$ cat src/rtl/mips_mem_pkg.sv
// Shared definitions for the MIPS data-memory access path: op codes,
// access-unit FSM states and lane geometry.
package mips_mem_pkg;

  typedef enum logic [2:0] {
    OP_LB  = 3'b000,
    OP_LH  = 3'b001,
    OP_LW  = 3'b010,
    OP_LBU = 3'b011,
    OP_LHU = 3'b100,
    OP_SB  = 3'b101,
    OP_SH  = 3'b110,
    OP_SW  = 3'b111
  } mem_op_e;

  typedef enum logic {
    ST_IDLE,
    ST_RMW_WR
  } mau_state_e;

  localparam int unsigned BYTE_W = 8;
  localparam int unsigned HALF_W = 16;

  function automatic logic op_is_store(input mem_op_e op);
    return (op == OP_SB) || (op == OP_SH) || (op == OP_SW);
  endfunction

  function automatic logic op_is_half(input mem_op_e op);
    return (op == OP_LH) || (op == OP_LHU) || (op == OP_SH);
  endfunction

  function automatic logic op_is_word(input mem_op_e op);
    return (op == OP_LW) || (op == OP_SW);
  endfunction

endpackage

$ cat src/rtl/mem_access_unit_load_extend.sv
// Little-endian sub-word select and sign/zero extension of a memory word
// for loads; store ops produce zero.
module load_extend
  import mips_mem_pkg::*;
#(
  parameter int WIDTH = 32
) (
  input  logic [WIDTH-1:0] Mem_RD,
  input  logic [1:0]       Offset,
  input  mem_op_e          Op,
  output logic [WIDTH-1:0] RData
);

  logic [BYTE_W-1:0] sel_byte;
  logic [HALF_W-1:0] sel_half;

  always_comb begin
    sel_byte = Mem_RD[int'(Offset) * BYTE_W +: BYTE_W];
    sel_half = Mem_RD[int'(Offset[1]) * HALF_W +: HALF_W];
    RData    = '0;
    unique case (Op)
      OP_LB:   RData = {{(WIDTH-BYTE_W){sel_byte[BYTE_W-1]}}, sel_byte};
      OP_LBU:  RData = {{(WIDTH-BYTE_W){1'b0}}, sel_byte};
      OP_LH:   RData = {{(WIDTH-HALF_W){sel_half[HALF_W-1]}}, sel_half};
      OP_LHU:  RData = {{(WIDTH-HALF_W){1'b0}}, sel_half};
      OP_LW:   RData = Mem_RD;
      default: RData = '0;
    endcase
  end

endmodule

$ cat src/rtl/mem_access_unit.sv
// MEM-stage initiator for the word-addressed data memory: loads, stores,
// SB/SH read-modify-write and AdEL/AdES address-error detection.
module mem_access_unit
  import mips_mem_pkg::*;
#(
  parameter int WIDTH = 32,
  parameter int DEPTH = 100
) (
  input  logic             MemAccess_CLK,
  input  logic             MemAccess_RST,
  input  logic             MemAccess_Req,
  input  logic [2:0]       MemAccess_Op,
  input  logic [WIDTH-1:0] MemAccess_Addr,
  input  logic [WIDTH-1:0] MemAccess_WData,
  output logic [WIDTH-1:0] MemAccess_RData,
  output logic             MemAccess_Stall,
  output logic             MemAccess_AdEL,
  output logic             MemAccess_AdES,
  output logic [WIDTH-1:0] MemAccess_BadVAddr,
  output logic [WIDTH-1:0] Mem_A,
  output logic [WIDTH-1:0] Mem_WD,
  output logic             Mem_WE,
  input  logic [WIDTH-1:0] Mem_RD
);

  mau_state_e state, state_nxt;

  mem_op_e          op;
  logic [WIDTH-1:0] word_idx;
  logic [1:0]       offset;
  logic             misaligned;
  logic             out_of_range;
  logic             fault;
  logic             capture;
  logic [WIDTH-1:0] ext_data;
  logic [WIDTH-1:0] merged;

  mem_op_e          cap_op;
  logic [WIDTH-1:0] cap_word;
  logic [WIDTH-1:0] cap_idx;
  logic [1:0]       cap_off;
  logic [HALF_W-1:0] cap_wdata;

  assign op           = mem_op_e'(MemAccess_Op);
  assign word_idx     = {2'b00, MemAccess_Addr[WIDTH-1:2]};
  assign offset       = MemAccess_Addr[1:0];
  assign misaligned   = (op_is_half(op) && offset[0]) || (op_is_word(op) && (offset != 2'b00));
  assign out_of_range = word_idx >= WIDTH'(DEPTH);
  assign fault        = MemAccess_Req && (state == ST_IDLE) && (misaligned || out_of_range);

  load_extend #(.WIDTH(WIDTH)) u_load_extend (
    .Mem_RD (Mem_RD),
    .Offset (offset),
    .Op     (op),
    .RData  (ext_data)
  );

  // Replace only the targeted lane(s) of the word read in the capture cycle.
  always_comb begin
    merged = cap_word;
    if (cap_op == OP_SH)
      merged[int'(cap_off[1]) * HALF_W +: HALF_W] = cap_wdata;
    else
      merged[int'(cap_off) * BYTE_W +: BYTE_W] = cap_wdata[BYTE_W-1:0];
  end

  always_comb begin
    state_nxt       = state;
    Mem_A           = '0;
    Mem_WD          = '0;
    Mem_WE          = 1'b0;
    MemAccess_Stall = 1'b0;
    MemAccess_AdEL  = 1'b0;
    MemAccess_AdES  = 1'b0;
    MemAccess_RData = '0;
    capture         = 1'b0;
    unique case (state)
      ST_IDLE: begin
        if (fault) begin
          MemAccess_AdES = op_is_store(op);
          MemAccess_AdEL = !op_is_store(op);
        end else if (MemAccess_Req) begin
          Mem_A = word_idx;
          unique case (op)
            OP_SW: begin
              Mem_WE = 1'b1;
              Mem_WD = MemAccess_WData;
            end
            OP_SB, OP_SH: begin
              MemAccess_Stall = 1'b1;
              capture         = 1'b1;
              state_nxt       = ST_RMW_WR;
            end
            default: MemAccess_RData = ext_data;
          endcase
        end
      end
      ST_RMW_WR: begin
        Mem_A     = cap_idx;
        Mem_WE    = 1'b1;
        Mem_WD    = merged;
        state_nxt = ST_IDLE;
      end
      default: state_nxt = ST_IDLE;
    endcase
  end

  always_ff @(posedge MemAccess_CLK or negedge MemAccess_RST) begin
    if (!MemAccess_RST) begin
      state              <= ST_IDLE;
      cap_op             <= OP_LB;
      cap_word           <= '0;
      cap_idx            <= '0;
      cap_off            <= '0;
      cap_wdata          <= '0;
      MemAccess_BadVAddr <= '0;
    end else begin
      state <= state_nxt;
      if (capture) begin
        cap_op    <= op;
        cap_word  <= Mem_RD;
        cap_idx   <= word_idx;
        cap_off   <= offset;
        cap_wdata <= MemAccess_WData[HALF_W-1:0];
      end
      if (fault)
        MemAccess_BadVAddr <= MemAccess_Addr;
    end
  end

endmodule

$ cat config.mk
export PLATFORM = sky130hd
export DESIGN_NAME = mem_access_unit
export DESIGN_NICKNAME = d
export VERILOG_FILES = /design/src/rtl/mips_mem_pkg.sv /design/src/rtl/mem_access_unit_load_extend.sv /design/src/rtl/mem_access_unit.sv
export SDC_FILE = /design/constraint.sdc
export NUM_CORES = 1
export LEC_CHECK = 0
export BUFFER_PORTS_ARGS = -buffer_cell sky130_fd_sc_hd__clkbuf_2
export CORE_MARGIN = 3
export CORE_UTILIZATION = 45
export CTS_CLUSTER_SIZE = 25
export DETAILED_ROUTE_END_ITERATION = 16
export PLACE_DENSITY = 0.75
export SLEW_MARGIN = 10
export SYNTH_ARGS = -nofsm -noshare
export SYNTH_HDL_FRONTEND = slang
export SYNTH_SLANG_ARGS = --single-unit
$ cat constraint.sdc
create_clock -name MemAccess_CLK -period 1.9 [get_ports MemAccess_CLK]
set_input_delay 0.095 -clock MemAccess_CLK [delete_from_list [all_inputs] [get_ports MemAccess_CLK]]
set_output_delay 0.095 -clock MemAccess_CLK [all_outputs]
set_load 0.05 [all_outputs]
==> results list <==
* Number of nets in the finished design: 1,008
- Across the VDD grid, the largest voltage drop is 0.589 mV.
* Busiest layer in global routing: met2
- After floorplanning, the core was sized to cover 13,000 um^2.
- Post-Syn Area per Cell: 11.3 um^2
- In this run, distinct cell masters in the synthesized netlist total 49.
* Share of the clock period used by the worst path after layout: 1.28
- Share of power burned in registers: 0.359
- Of the total power, combinational logic draws 0.166.
- Buffers placed on the I/O ports in this run total 231.
- In the routed design, unresolved DRC markers number 0.
- The initial antenna violation count is 0.
- For this run, the leading register cell type out of synthesis is sky130_fd_sc_hd__dfrtp_1.
- For the pin with the worst max-slew slack, the measured transition is 0.666 ns.
- DIE AREA: 15,000 um^2
* Total Wirelength: 29,400 um
- For this block, the initial DRC count from the detailed router was 886.
- Fraction of the core area covered by cells at the end of the flow: 0.894
- The completed layout was analyzed and its total power is 7.19 mW.
- Total number of clock tree sinks: 116
* Maximum number of pins on one net before global-route repair: 71
- The first global-routing pass estimated 38,500 um of wire.
* Via density per instance: 6.35
- In this run, CTS created clock tree buffers numbering 17.
- Number of core rows: 41
- Sequential area share after synthesis: 0.474
* Number of enable-type register cells in the synthesized netlist: 0
* Run status: finished, violations left
- Met1 Track Usage GR: 0.384
- Clock network fraction of total power: 0.475
* Initial core utilization: 0.472
* Number of max-capacitance violations reported: 0
* Number of global-route vias before repair: 6,872
- Of the cells placed in the final design, the portion with a size suffix greater than 1 is 0.537.
* Timing-limited maximum frequency: 412 MHz
- Violated checks: setup timing
- Detailed-route via count: 6,891
- On the final layout, the worst clock skew is 0.00633 ns.
- Total global routing track utilization: 0.339
- In the layout the commonest cells are 153 x sky130_fd_sc_hd__clkbuf_2, 115 x sky130_fd_sc_hd__dfrtp_1, 73 x sky130_fd_sc_hd__buf_12.
* Routed length per instance: 27.1 um
- Critical Path Start Type: flip-flop
* Class of the tightest hold or removal check: in -> reg
- The final-report hold violation count was 0.
- Final period demand of the worst path: 2.43 ns
* Total internal power: 5.20 mW
- For this design the total switching power over the nets is 1.99 mW.
- The analysis attributes to cell leakage a power of 5.21 nW.
* Residual overflow from global routing: 0
- The Yosys step of the flow raised 0 warnings.
* Antenna cell count: 0
* Fillcell total: 485
- The root buffer cell chosen for the clock tree is sky130_fd_sc_hd__clkbuf_16.
- Synthesized flop and latch total: 116
* Power Dens Cells: 619 nW/um^2
- Max-slew headroom at the worst pin: 0.551
- WS Path Type: reg -> out
- In the global route stage, met3 resource usage came out at 0.0774.
- Setup violations remaining at the end of the flow were counted as 64.
* Max Fanout on Critical Path: 7
- Clock slew seen by the registers of the worst setup and hold paths: 0.06 ns
- The H-tree was split into 4 levels.
- CTS tree: built
* Final WS setup: -0.525 ns
- At the placement stage, the worst setup path has a slack of -0.376 ns.
- Clock latency at the later pin of the worst-skew pair: 0.42 ns
* Type of element capturing the critical path: output pin
- Of all flip-flops after synthesis, the portion carrying an async set or reset was 1.00.
- Synthesized instance count: 544
* Signed area change from the synthesized netlist to the final layout: 89.6%
- The final count of pins violating max slew is 0.
- Fraction of met2 tracks used by global routing: 0.590
- Die height: 123 um
- Number of nets still failing antenna checks after routing: 0
- Worst-case clock buffer depth: 2
* Boundary pin count: 234
- Once detailed placement completed, the half-perimeter wirelength came to 16,100 um.
- Netlist Area Pre-Place: 6120 um^2
- Drt pass-1 iters: 9
- Of the total power, the share spent switching nets is 0.277.
- Unrepaired setup endpoints after global routing: yes
- Die extent in x: 123 um
* Final weighted congestion of routability-driven global placement: 0.952
* Data required time at the worst endpoint: 1.80 ns
- The library cell used most frequently in the layout, excluding fill and tap cells, is sky130_fd_sc_hd__clkbuf_2.
* Arrival @ worst endpoint: 2.33 ns
per-stage QoR:
step / std cells / area [um^2] / hold WS, ns / setup TNS (ns)
floorplan: 545 / 6560 / -0.201 / -6.62
global placement: 968 / 9250 / -0.0157 / -41.85
detailed placement: 968 / 9250 / -0.0111 / -33.30
CTS: 1075 / 10900 / 0.00120 / -11.93
global route: 1086 / 11600 / 0.0215 / -20.34
finish: 1086 / 11600 / 0.0209 / -17.36
cells by family (layout without fill, tap and decap cells):
family / Yosys count / count (layout) / synth area share
adders and majority gates: 5 / 5 / 0.0102
and+or+nand+nor: 128 / 128 / 0.113
xor gates and xnor gates: 3 / 3 / 0.00429
buffers and inverters: 50 / 419 / 0.0413
AOI/OAI and AO/OA: 157 / 157 / 0.205
other: 1 / 2 / 0.000613
DFF: 116 / 116 / 0.474
muxes: 84 / 84 / 0.151
per-layer routing:
layer  vias up  share of wire  wire length [um]
li1       2785              -                 -
met1      3352           0.34              9970
met2       596           0.49             14500
met3       158           0.10              2990
met4         0          0.066              1950
met5         -              0                 0
state kept, by name, summed over array words and instances (netlist names):
name and cells:
MemAccess_BadVAddr 32, state 1, cap_off 2, cap_op 3, cap_wdata 16, cap_word 32
cap_idx 30
layout make-up:
| type | count | area (um^2) | area share |
|---|---|---|---|
| clock buffers | 23 | 498 | 0.0429 |
| clock inverters | 9 | 124 | 0.0107 |
| inverters | 4 | 15.0 | 0.00129 |
| multi-input cells | 379 | 4060 | 0.350 |
| flip-flops and latches | 116 | 2900 | 0.250 |
| well taps | 172 | 215 | 0.0185 |
| repair buffers | 383 | 3790 | 0.327 |
power groups by stage:
stage,sequential (mW),clock (mW),combinational [mW]
6_report,2.58,3.41,1.19
5_1_grt,2.59,3.51,1.23
4_1_cts,2.58,3.36,1.06
3_5_place_dp,2.61,0,0.929
3_3_place_gp,2.61,0,0.905
2_1_floorplan,2.83,0,0.285
critical path, cell delays in order (launching register included):
cell and delay, ns:
sky130_fd_sc_hd__dfrtp_1 0.41, sky130_fd_sc_hd__inv_2 0.09, sky130_fd_sc_hd__ha_4 0.32, sky130_fd_sc_hd__nor4_4 0.07
sky130_fd_sc_hd__buf_4 0.16, sky130_fd_sc_hd__a222oi_1 0.53, sky130_fd_sc_hd__o2bb2ai_4 0.14, sky130_fd_sc_hd__buf_12 0.17
repair_timing:
action | 4_1_cts | 5_1_grt
gates cloned | 1 | 3
endpoints found under the hold margin | 184 | 1
endpoints found under the setup margin | 74 | 76
hold buffers | 67 | 1
pin swaps | 33 | 34
resized for setup | 78 | 116
setup buffers | 7 | 8
cell usage after synthesis (all sizes together) (4+ instances only):
| library cell | number | area share |
|---|---|---|
| o221ai | 7 | 0.010 |
| mux2 | 69 | 0.13 |
| ha | 5 | 0.010 |
| nor4 | 6 | 0.0061 |
| dfrtp | 116 | 0.47 |
| nor2b | 31 | 0.032 |
| nand2 | 30 | 0.018 |
| a222oi | 16 | 0.026 |
| a22o | 30 | 0.043 |
| buf | 25 | 0.026 |
| nor2 | 17 | 0.010 |
| nand3 | 4 | 0.0033 |
| clkbuf | 21 | 0.013 |
| a21oi | 33 | 0.028 |
| o2bb2ai | 32 | 0.046 |
| and2 | 23 | 0.024 |
| o21ai | 5 | 0.0041 |
| a22oi | 23 | 0.028 |
| mux2i | 15 | 0.025 |
final timing paths:
kind	to	depth (start not counted)	startpoint	slack [ns]
min in group asynchronous	cap_idx[14]	2	MemAccess_RST	0.18
min reg2reg	cap_idx[25]	1	cap_idx[25]	0.49
max	Mem_WD[26]	7	cap_off[1]	-0.53
max in group asynchronous	cap_word[1]	3	MemAccess_RST	1.02
min	cap_idx[3]	2	MemAccess_Addr[5]	0.02
max reg2reg	cap_word[14]	6	state	0
(Power assumes the default switching activity.)
